--- src/rtl/mult_pkg.sv ---
// Shared definitions for the sequential shift-add multiplier.
// Contents: FSM state codes and enum, default operand width, clog2 helper.
package mult_pkg;

  localparam int unsigned MULT_W_DEF = 4;

  localparam logic [1:0] ST_IDLE = 2'd0;
  localparam logic [1:0] ST_BUSY = 2'd1;
  localparam logic [1:0] ST_DONE = 2'd2;

  typedef enum logic [1:0] {
    S_IDLE = ST_IDLE,
    S_BUSY = ST_BUSY,
    S_DONE = ST_DONE
  } state_t;

  // Ceiling log2, usable in constant expressions
  function automatic int unsigned clog2(input int unsigned value);
    int unsigned r;
    r = 0;
    for (int unsigned v = value - 1; v > 0; v = v >> 1) begin
      r = r + 1;
    end
    return r;
  endfunction

endpackage

--- src/rtl/seq_shift_add_mult_if.sv ---
// Handshake bundle of the shift-add multiplier.
//   i_valid/i_ready/A/B : operand channel (master drives i_valid, A, B)
//   o_valid/o_ready/P   : product channel (master drives o_ready)
//   busy                : status, high while iterating
// Modports: master (stimulus side), slave (multiplier side).
interface seq_shift_add_mult_if #(
  parameter int unsigned WIDTH = mult_pkg::MULT_W_DEF
);

  logic                 i_valid;
  logic                 i_ready;
  logic [WIDTH-1:0]     A;
  logic [WIDTH-1:0]     B;
  logic                 o_valid;
  logic                 o_ready;
  logic [2*WIDTH-1:0]   P;
  logic                 busy;

  modport master (
    output i_valid, A, B, o_ready,
    input  i_ready, o_valid, P, busy
  );

  modport slave (
    input  i_valid, A, B, o_ready,
    output i_ready, o_valid, P, busy
  );

endinterface

--- src/rtl/mult_operand_shifter.sv ---
// Operand shift registers for the shift-add multiplier.
//   clk, rst_n : clock, async active-low reset
//   load       : capture AS={0,A}, BS=B
//   step       : AS<<=1, BS>>=1 (load has priority)
//   A, B       : operands (already in magnitude form)
//   AS, BS     : registered shifted multiplicand / multiplier
module mult_operand_shifter
  import mult_pkg::*;
#(
  parameter int unsigned WIDTH = MULT_W_DEF
) (
  input  logic                 clk,
  input  logic                 rst_n,
  input  logic                 load,
  input  logic                 step,
  input  logic [WIDTH-1:0]     A,
  input  logic [WIDTH-1:0]     B,
  output logic [2*WIDTH-1:0]   AS,
  output logic [WIDTH-1:0]     BS
);

  // Load-or-shift registers
  always_ff @(posedge clk or negedge rst_n) begin
    if (!rst_n) begin
      AS <= '0;
      BS <= '0;
    end else if (load) begin
      AS <= {{WIDTH{1'b0}}, A};
      BS <= B;
    end else if (step) begin
      AS <= {AS[2*WIDTH-2:0], 1'b0};
      BS <= {1'b0, BS[WIDTH-1:1]};
    end
  end

endmodule

--- src/rtl/seq_shift_add_mult.sv ---
// Sequential shift-add multiplier with valid/ready on operand and product sides.
// Accepts A,B in IDLE, performs WIDTH add/shift steps in BUSY, then holds the
// 2*WIDTH-bit product in DONE until o_ready.
//   clk, rst_n : clock, async active-low reset
//   bus        : seq_shift_add_mult_if.slave (i_valid/i_ready/A/B, o_valid/o_ready/P, busy)
// Build option: MULT_SIGNED_EN selects two's-complement operands and product
// (magnitudes are multiplied, the sign is applied to the final product).
module seq_shift_add_mult
  import mult_pkg::*;
#(
  parameter int unsigned WIDTH = MULT_W_DEF
) (
  input  logic                  clk,
  input  logic                  rst_n,
  seq_shift_add_mult_if.slave   bus
);

  localparam int unsigned PW       = 2 * WIDTH;
  localparam int unsigned CNT_W    = clog2(WIDTH + 1);
  localparam logic [CNT_W-1:0] CNT_LAST = CNT_W'(WIDTH - 1);

  state_t             state;
  state_t             state_d;
  logic [CNT_W-1:0]   cnt;
  logic [PW-1:0]      acc;
  logic [PW-1:0]      acc_step;
  logic [PW-1:0]      as_q;
  logic [WIDTH-1:0]   bs_q;
  logic [WIDTH-1:0]   a_ld;
  logic [WIDTH-1:0]   b_ld;
  logic [PW-1:0]      p_final;
  logic               load;
  logic               step;
  logic               last;
  logic               unused_bs;

  // i_ready is high exactly in IDLE, so the handshake reduces to IDLE && i_valid
  assign load = (state == S_IDLE) && bus.i_valid;
  assign step = (state == S_BUSY);
  assign last = step && (cnt == CNT_LAST);

  // One shift-add step; wraps modulo 2^PW
  assign acc_step = acc + (bs_q[0] ? as_q : '0);

  // Only the LSB of the multiplier register feeds the adder
  assign unused_bs = ^bs_q[WIDTH-1:1];

`ifdef MULT_SIGNED_EN
  logic neg;

  // Magnitudes; -2^(WIDTH-1) maps to 2^(WIDTH-1), which fits unsigned
  assign a_ld    = bus.A[WIDTH-1] ? (~bus.A + WIDTH'(1)) : bus.A;
  assign b_ld    = bus.B[WIDTH-1] ? (~bus.B + WIDTH'(1)) : bus.B;
  assign p_final = neg ? (~acc_step + PW'(1)) : acc_step;

  // Result sign captured with the operands
  always_ff @(posedge clk or negedge rst_n) begin
    if (!rst_n) begin
      neg <= 1'b0;
    end else if (load) begin
      neg <= bus.A[WIDTH-1] ^ bus.B[WIDTH-1];
    end
  end
`else
  assign a_ld    = bus.A;
  assign b_ld    = bus.B;
  assign p_final = acc_step;
`endif

  mult_operand_shifter #(
    .WIDTH (WIDTH)
  ) u_shifter (
    .clk   (clk),
    .rst_n (rst_n),
    .load  (load),
    .step  (step),
    .A     (a_ld),
    .B     (b_ld),
    .AS    (as_q),
    .BS    (bs_q)
  );

  // Next-state logic
  always_comb begin
    state_d = state;
    unique case (state)
      S_IDLE:  if (bus.i_valid)        state_d = S_BUSY;
      S_BUSY:  if (cnt == CNT_LAST)    state_d = S_DONE;
      S_DONE:  if (bus.o_ready)        state_d = S_IDLE;
      default:                         state_d = S_IDLE;
    endcase
  end

  // State, datapath and registered outputs (outputs decoded from next state)
  always_ff @(posedge clk or negedge rst_n) begin
    if (!rst_n) begin
      state       <= S_IDLE;
      cnt         <= '0;
      acc         <= '0;
      bus.i_ready <= 1'b1;
      bus.o_valid <= 1'b0;
      bus.busy    <= 1'b0;
      bus.P       <= '0;
    end else begin
      state       <= state_d;
      bus.i_ready <= (state_d == S_IDLE);
      bus.o_valid <= (state_d == S_DONE);
      bus.busy    <= (state_d == S_BUSY);
      if (load) begin
        acc <= '0;
        cnt <= '0;
      end else if (step) begin
        acc <= acc_step;
        cnt <= cnt + CNT_W'(1);
      end
      // P only changes on entry to DONE
      if (last) begin
        bus.P <= p_final;
      end
    end
  end

endmodule
--- src/flat_wrapper.sv ---
// flat-port wrapper written by rule: the top's interface ports become plain ports
module seq_shift_add_mult_flat import mult_pkg::*;
#(
  parameter int unsigned WIDTH = MULT_W_DEF
)
  (clk, rst_n, bus_i_valid, bus_A, bus_B, bus_o_ready, bus_i_ready, bus_o_valid, bus_P, bus_busy);
  seq_shift_add_mult_if #(.WIDTH(WIDTH)) bus_i ();
  input  logic clk;
  input  logic rst_n;
  input wire logic [$bits(bus_i.i_valid)-1:0] bus_i_valid;
  input wire logic [$bits(bus_i.A)-1:0] bus_A;
  input wire logic [$bits(bus_i.B)-1:0] bus_B;
  input wire logic [$bits(bus_i.o_ready)-1:0] bus_o_ready;
  output wire logic [$bits(bus_i.i_ready)-1:0] bus_i_ready;
  output wire logic [$bits(bus_i.o_valid)-1:0] bus_o_valid;
  output wire logic [$bits(bus_i.P)-1:0] bus_P;
  output wire logic [$bits(bus_i.busy)-1:0] bus_busy;
  assign bus_i.i_valid = bus_i_valid;
  assign bus_i.A = bus_A;
  assign bus_i.B = bus_B;
  assign bus_i.o_ready = bus_o_ready;
  assign bus_i_ready = bus_i.i_ready;
  assign bus_o_valid = bus_i.o_valid;
  assign bus_P = bus_i.P;
  assign bus_busy = bus_i.busy;
  seq_shift_add_mult #(.WIDTH(WIDTH)) u_core (.clk(clk), .rst_n(rst_n), .bus(bus_i));
endmodule
--- config.mk ---
export PLATFORM = sky130hd
export DESIGN_NAME = seq_shift_add_mult_flat
export DESIGN_NICKNAME = d
export VERILOG_FILES = /design/src/rtl/mult_pkg.sv /design/src/rtl/seq_shift_add_mult_if.sv /design/src/rtl/mult_operand_shifter.sv /design/src/rtl/seq_shift_add_mult.sv /design/src/flat_wrapper.sv
export SDC_FILE = /design/constraint.sdc
export NUM_CORES = 1
export LEC_CHECK = 0
export CAP_MARGIN = 0
export CORE_MARGIN = 8
export CORE_UTILIZATION = 54
export CTS_BUF_LIST = sky130_fd_sc_hd__clkbuf_16
export DETAILED_ROUTE_END_ITERATION = 16
export PLACE_DENSITY = 0.76
export SYNTH_ARGS = -nofsm -noshare
export SYNTH_HDL_FRONTEND = slang
export SYNTH_SLANG_ARGS = --single-unit
--- constraint.sdc ---
create_clock -name clk -period 2.4 [get_ports clk]
set_input_delay 0.48 -clock clk [delete_from_list [all_inputs] [get_ports clk]]
set_output_delay 0.48 -clock clk [all_outputs]
set_load 0.005 [all_outputs]
==> metrics <==
outcome=completed; Worst EP arrival=2340 ps; leakage=1.04 nW; Cells after DPL=243; final wirelength=3920 µm; filler cell count=275; initial antenna violation count=0; YS warnings=0; Mean Syn Cell Area=10.4 µm²; post-route insts no fill=251; fmax=458 MHz; largest net degree at the start of global routing=37; power density cells=1210 nW/µm²; hold buffers post-CTS=0; Worst-path clk slew=50 ps; routed length per placed instance=15.6 µm; GRT Residual Overflow=0; Die H=74.5 µm; CTS Sinks=36; nets=226; Initial Utilization=55.8%; register area=902 µm²; Slew headroom=69.8%; synth unique cells=37; Core Area=3310 µm²; final setup TNS=0 ps; final setup vio count=0; synthesized flop and latch total=36; commonest cells after routing, fill and taps aside=dfrtp_1 (35), clkdlybuf4s50_1 (22), o21ai_0 (20), nand2_1 (17); max-slew violations=0; Mapped Area=1850 µm²; WS Path Type=reg -> reg; vias in the first global route=1414; Die W=74.5 µm; Period minus WS final=2180 ps; worst-path cell chain=and2_1, ha_1, inv_1, fa_1, nor2b_1, o21ai_2, a21oi_2, nor2b_1, mux2_2; Top cell by count, worst path=nor2b_1; Max Cap Viol=0; CP startpoint kind=register; Total Routing Usage GR=16.0%; Residual DRC=0; Final Hold Fails=0; clk_skew=3.85 ps; Worst VDD drop=639 µV; Row Count=21; Final HPWL DP=2830 µm; Synth Net Count=199; critical path peak fanout=9; worst skew pair latency=280 ps; HP Class=reg -> reg; antenna-violating nets left=0; Antenna diodes=0; largest stage delay on the critical path=450 ps; PortBufs=22; endpoint class of the critical path=register; first-pass GRT wire length=6620 µm; # IOs=23; Vias=1422; TritonCTS Buffers=5; CTS root buffer=clkbuf_16; most common cell after layout, fill and taps aside=dfrtp_1; Area Overhead vs Synth=22.8%; Seq/Total Area, Yosys=48.8%; DRT iter0 DRCs=65; H-Tree Depth=2; Synth Instances=177; ratio of cells with drive above 1 in the final layout=10.2%; Pre-Repair DR Iteration Count=4; CTS tree=yes; area occupied by multi-input gates=885 µm²; Final period util=91.0%; Required @ worst endpoint=2560 ps; Least-Margin Pin Slew=453 ps; RePlAce Congestion=0.794; RSZ-0062 raised after global routing=false; Critical-path top delay cell=dfrtp_1; Via-to-Cell Ratio=5.67; clk buf depth=2; full die area=5550 µm²
==> area by class of cell <==
type / count / share of cell area (%)
repair buffers: 27 / 11.4
inverters: 8 / 1.32
clock inverters: 3 / 0.496
clock buffers: 5 / 5.52
multi-input cells: 126 / 39.0
flip-flops and latches: 36 / 39.8
well taps: 46 / 2.54
==> cells by family after synthesis <==
group	after synthesis	synth area share [%]
and+or+nand+nor	51	14.6
xor gates and xnor gates	5	3.12
muxes	6	3.59
AOI/OAI and AO/OA	54	19.2
adders and majority gates	10	7.18
buffers and inverters	15	3.46
DFF	36	48.8
==> synth_stat cells, drive strengths merged <==
| cell type | instances | area [µm²] |
|---|---|---|
| mux2i | 1 | 10.0 |
| nor2b | 8 | 50.1 |
| mux2 | 5 | 56.3 |
| o21bai | 1 | 7.51 |
| xnor2 | 3 | 26.3 |
| and3 | 2 | 12.5 |
| buf | 4 | 22.5 |
| a22oi | 6 | 45.0 |
| a32o | 1 | 10.0 |
| o211ai | 2 | 15.0 |
| o21ai | 21 | 109 |
| fa | 1 | 20.0 |
| xor2 | 1 | 8.76 |
| nor3 | 3 | 15.0 |
| dfrtp | 35 | 876 |
| nand2 | 18 | 75.1 |
| and2b | 1 | 10.0 |
| ha | 9 | 113 |
| nand3 | 3 | 15.0 |
| a21oi | 9 | 45.0 |
| nand2b | 4 | 25.0 |
| nor2 | 4 | 15.0 |
| a211oi | 2 | 20.0 |
| o21a | 1 | 7.51 |
| a21o | 1 | 7.51 |
| dfstp | 1 | 26.3 |
| and2 | 6 | 37.5 |
| or4 | 2 | 15.0 |
| a22o | 9 | 78.8 |
| xnor3 | 1 | 22.5 |
| clkbuf | 3 | 11.3 |
| inv | 8 | 30.0 |
| a221oi | 1 | 8.76 |
==> state kept, by name, indices dropped and copies added, names as in the netlist <==
register	count
u_core.acc	8
u_core.bus.P	8
u_core.u_shifter.AS	8
u_core.u_shifter.BS	4
u_core.cnt	3
u_core.state	2
u_core.bus.busy	1
u_core.bus.i_ready	1
u_core.bus.o_valid	1
==> per-stage QoR <==
stage          total power [W]  utilization, %  instance area, µm²  hold slack [ps]  setup WS, ps
4_1_cts                0.00276            68.4                2260              496           127
5_1_grt                0.00294            68.5                2270              514          60.9
3_3_place_gp           0.00209            64.3                2130              459           242
2_1_floorplan          0.00173               -                1850              184           352
3_5_place_dp           0.00215            64.3                2130              481           140
6_report               0.00274            68.5                2270              491           215
==> metal layers <==
layer	track usage [%]	up-vias	routed length, µm
met4	7.17	0	84
met5	0	-	0
met3	5.93	9	187
li1	-	687	-
met2	25.7	24	1940
met1	18.6	702	1710
==> power breakdown <==
part / switching, W / internal, W / leakage, nW / total (W)
clock: 0.000225 / 0.000373 / 0.0701 / 0.000598
combinational: 0.000570 / 0.000556 / 0.508 / 0.00113
sequential: 0.000162 / 0.000853 / 0.466 / 0.00102
total: 0.000957 / 0.00178 / 1.04 / 0.00274
==> path summary, 6_finish.rpt <==
path,startpoint,end,slack [ps],depth (start not counted)
max,u_core.u_shifter.BS[0]$_DFFE_PN0P_,u_core.bus.P[4]$_DFFE_PN0P_,220,9
max in group asynchronous,rst_n,u_core.bus.i_ready$_DFF_PN1_,1430,2
min,u_core.acc[2]$_DFFE_PN0P_,u_core.acc[2]$_DFFE_PN0P_,490,2
min in group asynchronous,rst_n,u_core.bus.P[6]$_DFFE_PN0P_,620,2
min reg2reg,u_core.acc[2]$_DFFE_PN0P_,u_core.acc[2]$_DFFE_PN0P_,490,2
max reg2reg,u_core.u_shifter.BS[0]$_DFFE_PN0P_,u_core.bus.P[4]$_DFFE_PN0P_,220,9
==> worst max-delay path: cells and delay by family, from the launching register on <==
family / cells / cell delay (ps)
buf+inv: 1 / 70
flops: 1 / 450
compound gates: 2 / 290
simple gates: 3 / 410
fa+ha+maj: 2 / 590
mux: 1 / 260
==> timing repair <==
action                                  4_1_cts  5_1_grt
gates resized for setup                       0        1
setup buffers                                 0        0
endpoints found under the setup margin        0        1
Power figures use the tool's default switching activity.
